## src/rtl/inst_queue.sv

```systemverilog
// Dual-width instruction queue between decode and issue: up to two pushes and two pops per cycle.
// Head entries and flow control are driven purely from registered state (no decode-to-issue bypass).
module inst_queue #(
   parameter int unsigned DEPTH  = 8,
   parameter int unsigned INST_W = 32
) (
   input  logic                clk,
   input  logic                rst_n,
   input  logic                flush_i,
   input  logic [2*INST_W-1:0] dec_inst_i,
   input  logic [1:0]          dec_valid_i,
   output logic                dec_ready_o,
   output logic [2*INST_W-1:0] inst_o,
   output logic [1:0]          d_valid_o,
   input  logic [1:0]          is_i
);

   localparam int unsigned PTR_W = $clog2(DEPTH);
   localparam int unsigned CNT_W = PTR_W + 1;

   logic [INST_W-1:0] mem_q [DEPTH];

   logic [PTR_W-1:0] rptr_q, rptr_d;
   logic [PTR_W-1:0] wptr_q, wptr_d;
   logic [CNT_W-1:0] count_q, count_d;

   logic [PTR_W-1:0] rptr_nxt;
   logic [PTR_W-1:0] wptr_nxt;
   logic             push_en;
   logic [1:0]       push_n;
   logic [1:0]       pop_n;

   // Pointers wrap for free because DEPTH is a power of two.
   assign rptr_nxt = rptr_q + PTR_W'(1);
   assign wptr_nxt = wptr_q + PTR_W'(1);

   // Room for a full pair, judged on the current count only.
   assign dec_ready_o = ((CNT_W'(DEPTH) - count_q) >= CNT_W'(2));

   assign inst_o = {mem_q[rptr_nxt], mem_q[rptr_q]};

   always_comb begin
      d_valid_o = 2'b11;
      if (count_q == CNT_W'(0)) begin
         d_valid_o = 2'b00;
      end else if (count_q == CNT_W'(1)) begin
         d_valid_o = 2'b01;
      end
   end

   // Illegal 2'b10 patterns on valid or grant collapse to zero.
   always_comb begin
      push_en = dec_ready_o & ~flush_i & rst_n;
      push_n  = 2'b00;
      if (push_en) begin
         push_n = {1'b0, dec_valid_i[0]} + {1'b0, dec_valid_i[0] & dec_valid_i[1]};
      end
      pop_n = {1'b0, is_i[0] & d_valid_o[0]}
            + {1'b0, is_i[0] & is_i[1] & d_valid_o[1]};
   end

   always_comb begin
      rptr_d  = rptr_q + PTR_W'(pop_n);
      wptr_d  = wptr_q + PTR_W'(push_n);
      count_d = count_q + CNT_W'(push_n) - CNT_W'(pop_n);
      if (flush_i) begin
         rptr_d  = '0;
         wptr_d  = '0;
         count_d = '0;
      end
   end

   always_ff @(posedge clk) begin
      if (!rst_n) begin
         rptr_q  <= '0;
         wptr_q  <= '0;
         count_q <= '0;
      end else begin
         rptr_q  <= rptr_d;
         wptr_q  <= wptr_d;
         count_q <= count_d;
      end
   end

   // Storage is not reset; d_valid_o masks stale contents.
   always_ff @(posedge clk) begin
      if (push_n != 2'b00) begin
         mem_q[wptr_q] <= dec_inst_i[INST_W-1:0];
      end
      if (push_n == 2'b10) begin
         mem_q[wptr_nxt] <= dec_inst_i[2*INST_W-1:INST_W];
      end
   end

endmodule
```

## config.mk

```make
export PLATFORM = sky130hd
export DESIGN_NAME = inst_queue
export DESIGN_NICKNAME = d
export VERILOG_FILES = /design/src/rtl/inst_queue.sv
export SDC_FILE = /design/constraint.sdc
export NUM_CORES = 1
export LEC_CHECK = 0
export CAP_MARGIN = 10
export CORE_MARGIN = 1
export CORE_UTILIZATION = 45
export DETAILED_ROUTE_END_ITERATION = 10
export PLACE_DENSITY_LB_ADDON = 0.05
export SETUP_SLACK_MARGIN = 0.5
export SYNTH_ARGS = -nofsm -noshare
export SYNTH_HDL_FRONTEND = slang
export SYNTH_SLANG_ARGS = --single-unit
```

## constraint.sdc

```tcl
create_clock -name clk -period 14.1 [get_ports clk]
set_clock_uncertainty 0.05 [all_clocks]
set_input_delay 4.23 -clock clk [delete_from_list [all_inputs] [get_ports clk]]
set_output_delay 4.23 -clock clk [all_outputs]
set_load 0.05 [all_outputs]
```

* Word-level counts from Yosys, hierarchy flattened
Memory sizes are Yosys's and may differ from the RTL's. A register that Yosys moved wholly into a read port is not among the register bits.
Index checks and enable logic that the tools add are counted.
** Word-level totals
- Register bits after elaboration :: 10
- Bits in latches :: 0
- Memory bits (writable) :: 256
- ROM bits :: 0
- Input bits :: 71
- Output and inout port bits :: 67
- Word-level logic and storage cells :: 35
- Memories :: 1
** Cells by class
- Add/sub/neg operators :: 9
- Multipliers :: 0
- Div/mod/pow operators :: 0
- $lt $le $gt $ge :: 1
- Equality and inequality tests :: 2
- Shift operators :: 0
- Multiplexer cells :: 8
- Bitwise gates (word level) :: 8
- Reductions and logical operators :: 3
** Memories
- mem_q :: depth 8, width 32, rd ports 2, clocked after memory_dff 1, write ports 2, line 21 : logic [INST_W-1:0] mem_q [DEPTH];
** Operators with widths (count)
- adder 3 x 1 -> 3 bit (second input constant) :: 2
- adder 3 x 2 -> 3 bit :: 2
- bitwise AND 1 bit :: 6
- two-way mux 2 bit :: 3
- adder 1 x 1 -> 2 bit :: 2
- adder 4 x 2 -> 4 bit :: 1
- equality test 4 x 1 -> 1 bit (second input constant) :: 1
- greater-or-equal comparator 4 x 2 -> 1 bit (second input constant) :: 1
- zero test 4 bit :: 1
- two-way mux 1 bit :: 4
- subtractor 4 x 2 -> 4 bit :: 1
- subtractor 4 bit (first input constant) :: 1
- two-way mux 3 bit :: 1
- equality test 2 bit (second input constant) :: 1
- NOT 1 bit :: 2
- nonzero test 2 bit :: 1
- OR reduction 2 bit :: 1

* Logic depth before layout (Yosys ltp)
Gate-level depths: netlist of run 1.
- Depth in word-level cells :: 8
- Depth in mapped cells :: 13
- Mapped depth without buffers :: 13

* Worst setup path after synthesis of run 1
OpenSTA, ideal clock, no wires.
- Kind :: in2reg
- Start point :: input rst_n
- End point :: memory mem_q[5][0], enable pin
- Library setup time :: 0.470 ns
- Arrival :: 7.218 ns
- Data required time :: 13.580 ns
- Path slack :: 6.363 ns
- Stages :: 4
- Buffers on the path :: 1
- Cell sequence :: nor2b_1 -> clkbuf_1 -> nand3_1 -> o31ai_1
** RTL lines
- from (decl) :: line 8 : input logic rst_n,
- to (decl) :: line 21

* Final worst setup path of run 1
- Start point :: register rptr_q[1]
- End point :: output inst_o[62]
** On the way
- Cells in the longest elaborated chain, start to end :: 2
** Ends and longest elaborated chain
- from (decl) :: line 23 : logic [PTR_W-1:0] rptr_q, rptr_d;
- from (signal assigned) :: line 79 : rptr_q <= rptr_d;
- adder 3 x 1 -> 3 bit :: line 34 : assign rptr_nxt = rptr_q + PTR_W'(1);
- memory (8 x 32 bit)
- to (decl) :: line 13 : output logic [2*INST_W-1:0] inst_o,
No other way between the ends.

==> out/results.txt, run 1 <==
The leakage power figure is 5.873 nW. Measured along the x axis, the die boundary spans 189.2 µm. Dividing total power by cell area gives a power density of 142.3 nW/µm². The part of the cycle the worst path needs works out to 63.59%. The first-pass GRT wire length is 61990 µm, and the largest fanout on the critical path is 66. The height of the chip was 189.2 µm. Counting every instance in the synthesized netlist gives 872. Averaged over all synthesized cells, the footprint is 18.09 µm². The slowest stage of the critical path belongs to the cell sky130_fd_sc_hd__dfxtp_4. The tools report the placer's final routability congestion estimate as 0.7501.

Overall power consumption after layout is estimated at 2.640 mW. Together, buffers and inverters on the worst path number 2. The worst register-to-register path ends at mem_q[3][14].

The critical path's top delay family is buffers and inverters. The worst slew margin relative to its limit was 22.48%; the number of buffers on the longest clock path was 3. After floorplanning, the core was divided into 68 placement rows.

In this run the clock root is driven by a sky130_fd_sc_hd__clkbuf_16. The floorplan step defined a die boundary enclosing 35810 µm². Leaving out fill and tap cells, the most frequent cell in the layout is sky130_fd_sc_hd__mux2_2.

Number of levels in the clock H-tree: 2. The first TritonRoute pass finished after 5 iterations. The wire-length estimate of the detail-placed layout is 22510 µm. The aggregate routed wire length was 41570 µm. The detailed router placed 8965 vias in this run. Summing the sequential cell areas from Yosys gives 50.00% of the chip area. The run gives 0.1115 GHz as the highest achievable clock rate. The logs give 34 for the number of buffers inserted during clock tree synthesis and 266 for the CTS sink count.

The flow ran to the end, and the final reports show no timing, DRC or antenna violations. For this run, design rule violations remaining after detail routing come to 0. TritonCTS built the clock tree. Entering global routing, the biggest net connects 67 pins. Quantity of I/O buffers inserted on ports: 137. Once the floorplan was initialized, standard cells occupied 45.67% of the core. The area growth from synthesis to layout is 17.60%. The tools report the number of antenna violations at the first check in global routing as 0. For the finished layout, the period the worst path requires is 8967 ps. The routed wire length per instance is 28.05 µm, and the required time reported for the critical path endpoint is 9820 ps. The tools report the type of destination of the critical path as an output pin. The number of max-slew violations in the final report is 0.

Leaving out fill and tap cells, the most frequent cells in the layout are 283 x sky130_fd_sc_hd__mux2_2, 256 x sky130_fd_sc_hd__edfxtp_1, 137 x sky130_fd_sc_hd__clkdlybuf4s50_1, 128 x sky130_fd_sc_hd__mux4_2, 35 x sky130_fd_sc_hd__clkbuf_16. The post-synthesis async set-or-reset flop share is 0%, and the number of failing setup endpoints in the final timing report is 0. The mean number of vias per cell is 6.049.

IR analysis of the VDD net gives a maximum drop of 0.1569 mV. For this run, the post-layout net count is 1089. The synthesized netlist net count was 960.

After clock tree synthesis, the clock-pin slew on the worst setup and hold paths is 50 ps. At the pin with the least slew margin, the transition time is 1163 ps. Number of max-capacitance violations reported: 0. Yosys printed 0 warnings. Category of the critical setup timing path: reg -> out. The count of buffers added by post-CTS timing repair for setup was 0.

The worst slack after detailed placement is 5528 ps, and the largest stage delay on the critical path is 1110 ps. The worst setup path is launched from a flop. The critical path starts at rptr_q[1]. The most critical setup path has its endpoint at inst_o[62]. Across every metal layer, demand over resource in global routing totals 23.69%. The share of post-route cells with drive strength above 1 was 51.46%; the count of nets left with antenna violations after detail routing was 0. The classification of the worst-slack hold path is reg -> reg. Area of the core: 34540 µm². Summing every instance area after synthesis gives 15780 µm². Setup slack on the worst flop-to-flop path: 10130 ps. Setup repair after global routing left no endpoint under its margin. In this run the critical register-to-register path is launched from wptr_q[1].

The critical path goes through ha_4 > buf_4 > mux4_2 > mux2_2 > clkdlybuf4s50_1. The critical path runs through a total of 5 cells. STA puts the critical path data arrival time at 4690 ps. The number of hold buffers added after CTS was 0.

The run gives 53.71% as the final design utilization. The worst-case setup margin in the final layout was 5133 ps; the count of fill cells added during filler insertion was 2834. Measured in cells, the most critical reg-to-reg path has a length of 7.

The logs give 425 for the violation count after the first detailed-routing iteration and 490 ps for the clock latency of the later-clocked register in the worst-skew pair. Once the clock tree was built, the resizer swapped 0 gates to a different size. The number of failing hold endpoints at the final stage is 0. Counting flops with a built-in enable in the synthesized netlist gives 256. The number of global-route vias before repair is 9862, and the global route total overflow is 0. Synthesis inferred 266 register bits. After routing, the total negative slack on setup checks comes to 0 ps.

For this run, the leading register cell type out of synthesis is sky130_fd_sc_hd__edfxtp_1. 138 I/O pins were placed. Counting distinct cell types in the post-synthesis netlist gives 42.
[final cells by class]
class | instances | area [µm²] | share of cell area [%]
Tap cell | 455 | 569.3 | 3.069
Sequential cell | 266 | 7896 | 42.56
Multi-Input combinational cell | 529 | 7508 | 40.47
Clock inverter | 19 | 115.1 | 0.6204
Inverter | 16 | 60.06 | 0.3237
Antenna cell | 1 | 2.502 | 0.01349
Timing Repair Buffer | 154 | 1499 | 8.079
Clock buffer | 42 | 902.1 | 4.862
[sequential cells by signal, indices dropped and copies added, names as in the netlist]
| register | cells |
|---|---|
| count_q | 4 |
| rptr_q | 3 |
| wptr_q | 3 |
| mem_q | 256 |
[how the worst min path moves through the flow]
stage / cells after the start / start / slack, ps / end
after floorplan: 2 / rptr_q[0] / 540 / rptr_q[0]
after global placement: 2 / wptr_q[2] / 550 / wptr_q[2]
after detailed placement: 2 / wptr_q[2] / 570 / wptr_q[2]
after CTS: 2 / wptr_q[2] / 580 / wptr_q[2]
after global routing: 2 / wptr_q[2] / 660 / wptr_q[2]
final: 2 / wptr_q[2] / 570 / wptr_q[2]
[stage by stage]
step	hold slack (ps)	cell area [µm²]	std cells
after global routing	661.2	18550	1481
after CTS	575.2	18550	1481
after floorplan	544.6	15780	872
final	572.5	18550	1482
after global placement	549.2	17530	1420
after detailed placement	567.9	17530	1420
[tightest hold or removal path, cell delays in order (launching register included)]
cell	delay, ps
sky130_fd_sc_hd__dfxtp_1	380
sky130_fd_sc_hd__xnor2_1	160
sky130_fd_sc_hd__nor2_1	40
[Yosys cell counts, drive strengths merged (3+ instances only)]
cell | n | area, µm²
nand3 | 3 | 40.03
inv | 16 | 60.06
o21ai | 3 | 15.01
mux4 | 128 | 2883
a21oi | 3 | 37.53
clkbuf | 21 | 78.83
o21bai | 4 | 30.03
and2 | 6 | 37.54
o31ai | 4 | 30.03
ha | 13 | 162.7
nand4 | 3 | 18.77
nand2 | 4 | 15.01
edfxtp | 256 | 7687
fa | 4 | 80.08
nor2 | 6 | 22.52
xor2 | 3 | 26.28
xnor2 | 4 | 35.03
dfxtp | 10 | 200.2
buf | 40 | 372.9
mux2 | 320 | 3712
[layer usage]
metal / wire (µm) / GRT usage [%]
met5: 0 / 0
met3: 1845 / 3.411
met2: 21360 / 41.84
met1: 17600 / 30.82
met4: 758 / 5.459
[logic make-up after synthesis]
family	synth area share, %
fa+ha+maj	1.539
mux	41.80
simple gates	1.658
compound gates	1.372
flops	50.00
buf+inv	3.244
xor+xnor	0.3886
[report_power, final]
part           internal, mW  leakage [nW]  switching [mW]
Combinational         0.410          2.98           0.510
Clock                 0.472         0.500           0.325
Sequential            0.895          2.39          0.0279
No activity file was read; power rests on OpenSTA's default activity.
==> inputs of run 2 (changes only) <==
==> constraint.sdc (replaced) <==
create_clock -name clk -period 8.21 [get_ports clk]
set_clock_uncertainty 0.05 [all_clocks]
set_input_delay 2.463 -clock clk [delete_from_list [all_inputs] [get_ports clk]]
set_output_delay 2.463 -clock clk [all_outputs]
set_load 0.05 [all_outputs]
==> run 2 against run 1 <==
Against the previous run: hold slack improved by 19 ps; sequential power grew 71%; critical path depth unchanged; power grew 71%; clock power grew 69%; sequential share of layout area rose by 0.057 points; highest routed layer unchanged; final cell count is 0.27% lower; utilization fell by 0.072 points; routed wire length grew 1.1%; final area down 0.13%; global-route usage is 0.25 points higher.
==> out/results.txt, run 2 (synthesis gave the netlist of run 1 again) <==
The count of TritonRoute iterations in the first routing pass came out at 5 (unchanged). The global-route met2 utilization is 41.73% (-0.11 points), and the number of failing setup endpoints in the final timing report is 0 (unchanged). The largest register by flop count is mem_q. The cell with the biggest individual delay on the critical path was sky130_fd_sc_hd__ha_4.

The first-pass GRT wire length is 63280 µm (+2.1%). The logs give 0 (unchanged) for the post-detailed-route DRC marker count and 23.94% (+0.25 points) for the global routing usage summed across all routing layers. The run gives 1088 (-0.092%) as the post-layout net count. The largest fanout on the critical path is 43 (-35%), and the routed wire length per instance is 28.44 µm (+1.4%). The maximum resistive drop on vdd was 0.2730 mV (+74%); the mean number of vias per cell was 6.121 (+1.2%). Count of nets left with antenna violations after detail routing: 0 (unchanged). The violation count after the first detailed-routing iteration was 639 (+50%); the quantity of I/O buffers inserted on ports was 137 (unchanged). Capture point of the worst path: inst_o[62].

Number of max-slew violations in the final report: 0 (unchanged). The worst slew margin relative to its limit is 24.25% (+1.8 points), and the horizontal die dimension is 189.2 µm (unchanged). The cell row count is 68 (unchanged), and the share of post-route cells with drive strength above 1 is 51.22% (-0.24 points). The largest stage delay on the critical path was 850 ps (-260 ps); the met1 demand-to-capacity share in global routing was 31.35% (+0.53 points). The tools report the number of hold buffers added after cts as 0 (unchanged).

Leakage power figure: 5.863 nW (-0.18%). The tools report the placed cell count as 1422 (+0.14%). The number of buffers on the longest clock path was 3 (unchanged). The placer's final routability congestion estimate came out at 0.7877 (+5.0%). Setup slack on the worst flop-to-flop path: 4440 ps (-5690 ps). The critical path in this run is classified as reg -> out. The number of stages on the worst setup path was 5 (unchanged); the count of fill cells added during filler insertion was 2801 (-1.2%). The global route total overflow was 0 (unchanged).

The tools report the startpoint type of the worst setup path as a flop. The number of flip-flops in the largest register was 256 (unchanged); the final cell count without fillers was 1478 (-0.27%). The height of the chip is 189.2 µm (unchanged). The source of the worst register-to-register timing path is wptr_q[1].

Leaving out fill and tap cells, the most frequent cells in the layout are 283 x sky130_fd_sc_hd__mux2_2, 256 x sky130_fd_sc_hd__edfxtp_1, 137 x sky130_fd_sc_hd__clkdlybuf4s50_1, 128 x sky130_fd_sc_hd__mux4_2, 31 x sky130_fd_sc_hd__clkbuf_16. The run finished with clean final reports. The critical path starts at rptr_q[0]. Traced cell by cell, the critical path runs through ha_4 > buf_4 > mux4_2 > mux2_2 > clkdlybuf4s50_1.

The number of buffer and inverter instances along the worst setup path came out at 2 (unchanged). The met3 usage is 3.874% (+0.46 points). For the number of antenna violations at the first check in global routing, the log shows 0 (unchanged). The total half-perimeter wirelength after legalization and detailed placement came out at 23360 µm (+3.8%). The worst reg2reg path depth works out to 6 (-1). The most frequent standard cell in the layout excluding fill and tap cells is sky130_fd_sc_hd__mux2_2. The number of max-capacitance violations reported came out at 0 (unchanged).

CTS placed an instance of sky130_fd_sc_hd__clkbuf_16 at the clock tree root. The largest registers in the layout are mem_q: 256 flops, count_q: 4 flops. The run gives 0.1496 GHz as the highest achievable clock rate. The aggregate routed wire length is 42030 µm (+1.1%). The total vias in the final route is 9047 (+0.91%), and the worst-margin pin slew is 1136 ps (-26.54 ps). TritonCTS built the clock tree.

For the area of the core, the log shows 34540 µm² (unchanged). The sum of negative setup slack is 0 ps (unchanged). The number of failing hold endpoints at the final stage came out at 0 (unchanged).

The clock-pin slew of the registers on the worst-case setup and hold paths came out at 60 ps (about the same). Final design area excluding fillers: 18530 µm² (-0.13%). Number of placed I/O pins: 138 (unchanged). The largest net degree at the start of global routing was 66 (-1.5%); the starting density of the core was 45.67% (unchanged). For the antenna cell count, the log shows 0 (-1). Count of buffers added by post-CTS timing repair for setup: 0 (unchanged). The worst hold path belongs to the class reg -> reg.

The smallest clock period supported by the final layout is computed as 6684 ps. The areal power density over the cells is 244.1 nW/µm² (+72%). The tools report the number of buffers inserted during clock tree synthesis as 31 (-8.8%). Setup repair after global routing left no endpoint under its margin. The logs give 35810 µm² (unchanged) for the area enclosed by the die boundary and 17550 µm² (about the same) for the post-placement cell area.

The tools report the type of destination of the critical path as an output pin. Critical path's top delay family: buffers and inverters. CTS sink count: 266 (unchanged). For the number of levels in the clock H-tree, the log shows 1 (-1).

The worst register-to-register path ends at mem_q[3][17]. In this run the most used layer during global routing was met2. The part of the cycle the worst path needs was 81.41%.

The number of instances resized during post-cts repair came out at 0 (unchanged). The number of global-route vias before repair was 9927 (+0.66%). The required time reported for the critical path endpoint is 5700 ps (-4120 ps), and the area growth from synthesis to layout is 17.44%. Data arrival at the endpoint of the critical path: 4170 ps (-520 ps). For the clock latency of the later-clocked register in the worst-skew pair, the log shows 560 ps (+70 ps).
run 2: changes by cell type in the layout (fill, tap and decap cells not counted):
| cell | previous run | this run |
|---|---|---|
| sky130_fd_sc_hd__clkinv_1 | 9 | 11 |
| sky130_fd_sc_hd__clkbuf_16 | 35 | 31 |
| sky130_fd_sc_hd__diode_2 | 1 | 0 |
| sky130_fd_sc_hd__bufinv_16 | 1 | 4 |
| sky130_fd_sc_hd__clkinvlp_4 | 1 | 0 |
| sky130_fd_sc_hd__buf_4 | 17 | 19 |
| sky130_fd_sc_hd__inv_6 | 1 | 0 |
| sky130_fd_sc_hd__clkbuf_1 | 7 | 6 |
| sky130_fd_sc_hd__clkinv_2 | 7 | 4 |
run 2: worst reg2reg max path: cells and delay by family (launching register included):
kind,cells,cell delay (ps)
AOI/OAI and AO/OA,3,1790
adders and majority gates,1,240
buffers and inverters,2,650
DFF,1,650
run 2: routing by layer:
layer	up-vias	part of all wire, %
li1	3886	-
met1	4824	41
met2	283	51
met3	54	5.6
met4	0	1.7
met5	-	0
run 2: worst min path at each step:
stage / slack, ps / start / cells past startpoint / to
2_1_floorplan: 540 / rptr_q[0] / 2 / rptr_q[0]
3_3_place_gp: 560 / wptr_q[2] / 2 / wptr_q[2]
3_5_place_dp: 580 / wptr_q[2] / 2 / wptr_q[2]
4_1_cts: 590 / wptr_q[2] / 2 / wptr_q[2]
5_1_grt: 650 / wptr_q[2] / 2 / wptr_q[2]
6_report: 590 / wptr_q[2] / 2 / wptr_q[2]
run 2: final cells by class:
class | instances | area, µm² | area share [%]
Timing Repair Buffer | 156 | 1514 | 8.171
Clock inverter | 19 | 181.4 | 0.9792
Sequential cell | 266 | 7896 | 42.62
Inverter | 16 | 60.06 | 0.3241
Tap cell | 455 | 569.3 | 3.073
Clock buffer | 37 | 798.3 | 4.308
Multi-Input combinational cell | 529 | 7508 | 40.53
run 2: power by group:
group / switching (mW) / internal (mW)
Sequential: 0.0457 / 1.54
Combinational: 0.884 / 0.707
Clock: 0.541 / 0.808
run 2: through the flow:
stage          power (mW)  setup slack (ps)  util [%]  hold WS [ps]
2_1_floorplan       2.760              2240         -         544.6
3_3_place_gp        3.181              2040     50.80         556.2
3_5_place_dp        3.213              1995     50.80         584.3
4_1_cts             4.570              1395     53.64         588.2
5_1_grt             4.710              1222     53.64         645.6
6_report            4.523              1526     53.64         591.3
==> inputs of run 3 (changes only) <==
==> constraint.sdc (replaced) <==
create_clock -name clk -period 5.9 [get_ports clk]
set_clock_uncertainty 0.05 [all_clocks]
set_input_delay 1.77 -clock clk [delete_from_list [all_inputs] [get_ports clk]]
set_output_delay 1.77 -clock clk [all_outputs]
set_load 0.05 [all_outputs]
==> run 3 against run 2 <==
Against the previous run: routed wire length decreased by 2.2%; critical path depth unchanged; count of clock-buffer cells in the layout decreased by 1; power increased by 37%; final area increased by 0.56%; sequential power increased by 37%; first-iteration DRC count decreased by 9.1%; worst setup slack got worse by 780 ps; clock power increased by 33%; die area unchanged.
==> out/results.txt, run 3 (synthesis gave the netlist of run 1 again) <==
The flow ran to the end, and the final reports show no timing, DRC or antenna violations. In the final layout, the registers with the most flip-flops are mem_q: 256 flops, count_q: 4 flops. The areal power density over the cells was 333.4 nW/µm² (+37%); the number of failing hold endpoints at the final stage was 0 (unchanged). Number of flip-flops in the largest register: 256 (unchanged). Largest net degree at the start of global routing: 130 (+97%). The final hold slack is 591.7 ps (+0.4240 ps), and the global route total overflow is 0 (unchanged). Number of buffers on the longest clock path: 3 (unchanged).

The number of levels in the clock H-tree is 1 (unchanged), and the number of max-slew violations in the final report is 0 (unchanged). Number of max-capacitance violations reported: 0 (unchanged). For the leakage power figure, the log shows 5.896 nW (+0.57%). Routed wire length per instance: 27.73 µm (-2.5%).

The largest fanout on the critical path works out to 30 (-30%). Setup repair after global routing left no endpoint under its margin. The highest achievable clock rate is 0.1939 GHz. The logs give 0 (unchanged) for the number of failing setup endpoints in the final timing report and 0 (unchanged) for the count of buffers added by post-CTS timing repair for setup. The register with the most flip-flops in the final layout is mem_q.

The design internal power was 4.164 mW (+36%); the quantity of I/O buffers inserted on ports was 137 (unchanged). First-pass GRT wire length: 61390 µm (-3.0%). The part of the cycle the worst path needs is 87.40%.

The share of post-route cells with drive strength above 1 is 51.75% (+0.53 points). The final critical delay including setup and external delays was 5157 ps. The switching share of power is 32.97% (+0.45 points). The run gives 0 (unchanged) as the count of nets left with antenna violations after detail routing. Leaving out fill and tap cells, the most frequent cells in the layout are 283 x sky130_fd_sc_hd__mux2_2, 256 x sky130_fd_sc_hd__edfxtp_1, 137 x sky130_fd_sc_hd__clkdlybuf4s50_1, 128 x sky130_fd_sc_hd__mux4_2, 31 x sky130_fd_sc_hd__clkbuf_16. The run gives 41130 µm (-2.2%) as the aggregate routed wire length.

The logs give 0 (unchanged) for the number of instances resized during post-cts repair and 68 (unchanged) for the cell row count. For the placer's final routability congestion estimate, the log shows 0.7694 (-2.3%). The number of antenna violations at the first check in global routing was 0 (unchanged). The final design utilization was 53.94% (+0.30 points); the worst slew margin relative to its limit was 23.75% (-0.50 points).

Area enclosed by the die boundary: 35810 µm² (unchanged). The relative contribution of sequential cells to total power was 35.0% (about the same). The mean number of vias per cell was 6.090 (-0.50%). The type of destination of the critical path is an output pin. The startpoint type of the worst setup path was a flop. Post-layout net count: 1092 (+0.37%). The classification of the worst-slack hold path is reg -> reg. The clock-pin slew of the registers on the worst-case setup and hold paths was 60 ps (about the same); the count of TritonRoute iterations in the first routing pass was 5 (unchanged).

The horizontal die dimension is 189.2 µm (unchanged). The starting density of the core is 45.67% (unchanged). The worst-margin pin slew came out at 1144 ps (+7.494 ps). The tools report the data arrival at the endpoint of the critical path as 3340 ps (-830 ps). The worst setup path is of the reg -> out kind. The sum of internal, switching and leakage power is 6.211 mW (+37%), and the required time reported for the critical path endpoint is 4080 ps (-1620 ps). Relative to the synthesized area, the layout overhead comes to 18.10%.

The global routing usage summed across all routing layers is 23.21% (-0.73 points), and the height of the chip is 189.2 µm (unchanged). The CTS sink count came out at 266 (unchanged). Clock latency of the later-clocked register in the worst-skew pair: 560 ps (about the same).

For the violation count after the first detailed-routing iteration, the log shows 581 (-9.1%). For the part of the power in combinational logic, the log shows 36.2% (+1.0 points). For the antenna cell count, the log shows 0 (unchanged). The number of buffers inserted during clock tree synthesis was 30 (-3.2%); the clock share of power was 28.9% (-0.9 points). The sum of negative setup slack was 0 ps (unchanged).

The post-detailed-route DRC marker count was 0 (unchanged). The number of placed I/O pins was 138 (unchanged). The number of global-route vias before repair is 9917 (-0.10%). The switching power of the nets came out at 2.048 mW (+39%). Clock tree synthesis selected as its root buffer the cell sky130_fd_sc_hd__clkbuf_16. TritonCTS built the clock tree. The maximum resistive drop on vdd was 0.3972 mV (+45%); the number of hold buffers added after cts was 0 (unchanged). The library cell used most frequently in the layout, excluding fill and tap cells, is sky130_fd_sc_hd__mux2_2. The logs give 34540 µm² (unchanged) for the area of the core and 9032 (-0.17%) for the total vias in the final route.

The total half-perimeter wirelength after legalization and detailed placement was 24030 µm (+2.8%).
-- run 3: changes by cell type in the layout (fill, tap and decap cells not counted) --
cell                        before  now
sky130_fd_sc_hd__buf_12          0    9
sky130_fd_sc_hd__clkinv_1       11    9
sky130_fd_sc_hd__buf_4          19   15
sky130_fd_sc_hd__clkbuf_1        6    5
sky130_fd_sc_hd__clkinv_2        4    9
sky130_fd_sc_hd__bufinv_16       4    2
-- run 3: final timing paths --
check / endpoint / slack [ps] / cells after the start / from
setup reg to reg: mem_q[7][17] / 2520 / 6 / wptr_q[1]
setup / recovery: inst_o[42] / 740 / 5 / rptr_q[0]
hold reg to reg: wptr_q[2] / 590 / 2 / wptr_q[2]
hold / removal: wptr_q[2] / 590 / 2 / wptr_q[2]
-- run 3: layout make-up --
type	instances	area (µm²)
tap	455	569.3
fill	2864	15910
timing repair buffer	161	1664
inverter	16	60.06
clock inverter	20	138.9
multi-input combinational	529	7508
clock buffer	36	794.5
sequential	266	7896
-- run 3: metal layers --
layer / track usage (%) / vias up / routed length [µm]
met5: 0 / - / 0
met4: 5.335 / 0 / 705
met3: 3.058 / 45 / 1902
met2: 41.73 / 254 / 21290
met1: 29.74 / 4838 / 17230
li1: - / 3895 / -
-- run 3: metrics by stage --
step / std cells / area, µm² / worst slack, ps
2_1_floorplan: 872 / 15780 / 622.7
3_3_place_gp: 1427 / 17700 / 1208
3_5_place_dp: 1427 / 17700 / 1153
4_1_cts: 1483 / 18630 / 649.6
5_1_grt: 1483 / 18630 / 566.7
6_report: 1483 / 18630 / 743.3
-- run 3: critical path, cell delays in order, from the launching register on --
cell and delay (ps):
sky130_fd_sc_hd__dfxtp_4 360, sky130_fd_sc_hd__ha_4 280, sky130_fd_sc_hd__buf_4 530, sky130_fd_sc_hd__mux4_2 590
sky130_fd_sc_hd__mux2_2 300, sky130_fd_sc_hd__clkdlybuf4s50_1 700
-- run 3: power by group through the flow --
stage	registers, mW	logic (mW)	clock network, mW
2_1_floorplan	2.20	1.64	0
3_3_place_gp	2.21	2.24	0
3_5_place_dp	2.21	2.26	0
4_1_cts	2.17	2.28	1.84
5_1_grt	2.18	2.39	1.91
6_report	2.17	2.25	1.79
==> variant 1: new RTL, config.mk and constraints of run 3 <==
Make the reset (`rst_n`) asynchronous in one clocked block.
--- a/src/rtl/inst_queue.sv
+++ b/src/rtl/inst_queue.sv
@@ -70,7 +70,7 @@
       end
    end
 
-   always_ff @(posedge clk) begin
+   always_ff @(posedge clk or negedge rst_n) begin
       if (!rst_n) begin
          rptr_q  <= '0;
          wptr_q  <= '0;
Check against the original RTL: differs if rst_n is asserted again (counterexample within 4 cycles, from zero or initial values and one cycle with rst_n low); with rst_n held inactive, the same outputs for 4 cycles.
==> variant 1 against run 3 <==
  * Sequential cell count did not move
  * Critical endpoint is now inst_o[50]
  * Total power rose by 30%
  * Combinational power rose by 76%
  * First-iteration DRC count rose by 1.5%
  * Largest cell class unchanged
  * Synthesized cell count rose by 1.9%
  * Critical path type unchanged
  * Synthesized area fell by 1.0%
  * Routed wire length fell by 3.3%
  * Design area rose by 0.34%
  * Setup slack got worse by 0.091 ns
  * Sequential share of layout area rose by 0.12 points
  * Die area fell by 1.0%
==> variant 1: results <==
power_and_ir_drop:
  p_sw_share_pct: 37.3
  p_leak_uw: 0.00601
  vdd_drop_max_mv: 0.335
synthesis:
  synth_cell_types: 39
  synth-seq-area-share_pct: 50.8
  syn_nets: 977
  synth_top_cell_area_share_pct: 49.2
  yosys-top-cells-area: "edfxtp_1 49%, mux4_2 18%, mux2_2 18%"
  async_flop_share_pct: 3.76
route:
  drt_iter0_drc: 590
  route.vias.total: 9016
cells_and_area:
  fillers: 2728
  drive_above_1_share_pct: 47.2
  reg_top3: "mem_q: 256 flops, count_q: 4 flops"
timing:
  max_slew_margin_pct: 25.7
  finalSetupTns_ns: 0
setup_path:
  crit_fanout: 20
  crit_arrival_ns: 3.43
  r2r_setup_slack_ns: 2.72
grt:
  grt_pass1_vias: 9630
  grt_pass1_wl_um: 61100
  grt_usage_pct: 23.0
  antenna_found_initial: 5
clock_network:
  cts-buffers-inserted: 31
placement:
  placed_area_um2: 17700
  gp_congestion: 0.789
  dpl.hpwl_um: 22400
run_status:
  outcome: "finished, final reports clean"
[variant 1: cell count changes in the layout (fill, tap and decap cells not counted), moves of 3 or more]
cell	change
dfxtp_1	-7
o31ai_4	-4
o22ai_1	+3
a21oi_1	+5
nor2_1	+4
mux2_2	-39
clkinv_2	-4
mux2_1	+38
and2_1	-5
dfrtp_1	+7
nor2_4	+8
o21bai_4	-4
nor2b_1	+5
bufinv_16	+3
[variant 1: final cells by class]
type	instances	area share, %
well taps	448	3.00
inverters	15	0.301
clock inverters	23	1.33
flip-flops and latches	266	42.5
diodes	1	0.0134
clock buffers	35	4.23
repair buffers	161	8.97
multi-input cells	542	39.7
[variant 1: metal layers]
metal / global-route usage, % / up-vias / part of all wire, %
met4: 3.85 / 8 / 1.5
met2: 38.7 / 248 / 49
li1: - / 3938 / -
met3: 3.67 / 50 / 5.0
met1: 32.0 / 4772 / 44
met5: 0 / - / 0.14
[variant 1: power groups by stage]
stage	clock network, µW	logic (µW)	registers [µW]
4_1_cts	2010	4020	2180
5_1_grt	2080	4180	2180
3_5_place_dp	0	4000	2220
3_3_place_gp	0	4000	2220
2_1_floorplan	0	2890	2200
6_report	1970	3950	2180
[variant 1: worst paths after layout]
kind,startpoint,endpoint,cells after the start
worst max-delay path,rptr_q[0],inst_o[50],5
worst min-delay path,count_q[0],count_q[0],2
worst max register to register,count_q[0],count_q[3],14
worst min register to register,count_q[0],count_q[0],2
max in group asynchronous,rst_n,rptr_q[1],2
min in group asynchronous,rst_n,rptr_q[0],2
[variant 1: kinds of logic (layout without fill, tap and decap cells)]
kind of cell             count (synthesis)  count (layout)  synth area share (%)
adder cells (fa/ha/maj)                 17              17                  1.55
buffers and inverters                   81             234                  2.46
flip-flops                             266             266                  50.8
multiplexers                           448             448                  42.3
XOR/XNOR                                 8               8                 0.449
other                                    0               1                     0
AND/OR/NAND/NOR                         54              54                  1.86
AO/OA/AOI/OAI                           15              15                 0.593
[variant 1: through the flow]
stage / setup slack (ns) / utilization [%] / total power (µW) / std cells / hold slack [ns]
finish: 0.653 / 55.2 / 8100 / 1491 / 0.665
global route: 0.509 / 55.2 / 8450 / 1491 / 0.693
CTS: 0.579 / 55.2 / 8200 / 1490 / 0.674
detailed placement: 1.14 / 52.1 / 6220 / 1432 / 0.658
global placement: 1.21 / 52.1 / 6210 / 1432 / 0.666
floorplan: 1.44 / - / 5090 / 889 / 0.562
[variant 1: worst max-delay path, stage by stage (launching register included)]
cell,delay [ns]
dfrtp_4,0.50
ha_4,0.36
buf_4,0.42
mux4_2,0.56
mux2_2,0.30
clkdlybuf4s50_1,0.70
==> variant 2: new RTL, config.mk and constraints of run 3 <==
Without the edit above. The parameter `DEPTH` goes from 8 to 4.
--- a/src/rtl/inst_queue.sv
+++ b/src/rtl/inst_queue.sv
@@ -1,7 +1,7 @@
 // Dual-width instruction queue between decode and issue: up to two pushes and two pops per cycle.
 // Head entries and flow control are driven purely from registered state (no decode-to-issue bypass).
 module inst_queue #(
-   parameter int unsigned DEPTH  = 8,
+   parameter int unsigned DEPTH  = 4,
    parameter int unsigned INST_W = 32
 ) (
    input  logic                clk,
Function: changed (Yosys sat finds a counterexample within 4 cycles, from zero or initial values).
==> variant 2 against run 3 <==
  * Total power is 47% lower
  * Synthesized area is 49% lower
  * Fmax is 9.1% higher
  * Design area is 46% lower
  * Setup slack better by 0.43 ns
  * Critical path depth is 2 lower
  * Routed wire length is 59% lower
  * Worst hold slack worse by 0.12 ns
  * Sequential cell count is 131 lower
  * Final cell count is 47% lower
  * Highest routed layer unchanged
==> variant 2: results <==
run_status:
  outcome: "finished, final reports clean"
grt:
  grt_pass1_wl_um: 25600
  grt_use_met1_pct: 24.0
  grtUsageMet2_pct: 33.9
  grt_use_met3_pct: 3.82
  grt_pass1_vias: 4544
cells_and_area:
  drive_above_1_share_pct: 43.0
  final-nonclk-buf-share_pct: 14.4
  fillers: 1321
  regArea_um2: 3990
  num-nonclk-buffers: 146
  stdcell_area_um2: 10100
  clkCellAreaFrac_pct: 5.64
  inv_count: 6
clock_network:
  cts-buffers-inserted: 17
  insertion_delay_ns: 0.41
  cts.sinks: 135
setup_path:
  r2r-start: "count_q[0]"
  r2r_end: "count_q[2]"
  reg2reg_depth: 11
  cpPeakStageDelay_ns: 0.83
  crit_fanout: 36
  r2r_setup_slack_ns: 2.72
  timing.critical_path.to: "inst_o[12]"
route:
  first_pass_iters: 4
  avgViaCountPerCell: 5.53
  drt_wl_total_um: 17000
  drt_iter0_drc: 172
min_path:
  whs_endpoint: "count_q[2]"
synthesis:
  yosys-top-cells-count: "128 x edfxtp_1, 120 x mux2_4, 64 x mux4_2"
  syn_avg_cell_area_um2: 19.5
  synth_edf_count: 128
  synth_cell_types: 29
  syn_nets: 489
power_and_ir_drop:
  combinationalPowerShare_pct: 33.5
  p_int_uw: 2260
  p_leak_uw: 0.00344
timing:
  whs_ns: 0.476
  fmax_mhz: 212
placement:
  gp_congestion: 0.739
  dpl.hpwl_um: 10900
[variant 2: cell types whose count changed after synthesis, sizes merged, moves of 4 or more]
cell	before	now
o31ai	4	0
nor3	2	7
mux2	320	128
edfxtp	256	128
o21bai	4	0
mux4	128	64
inv	16	6
buf	40	23
clkbuf	21	3
ha	13	7
[variant 2: layer usage]
layer	share of wire (%)	routed length, µm
met1	42	7150
met2	53	9000
met3	4.0	684
met4	1.2	199
met5	0	0
[variant 2: cell families (layout without fill, tap and decap cells)]
logic type,Yosys count,after routing,synth area share [%]
and+or+nand+nor,31,31,2.93
DFF,135,135,49.9
buffers and inverters,32,184,2.74
xor gates and xnor gates,5,5,0.549
adders and majority gates,9,9,1.60
muxes,194,194,42.0
AOI/OAI and AO/OA,3,3,0.188
[variant 2: critical path: cells and delay by family, from the launching register on]
kind | cells | cell delay (ns)
muxes | 1 | 0.57
buffers and inverters | 2 | 1.05
DFF | 1 | 0.83
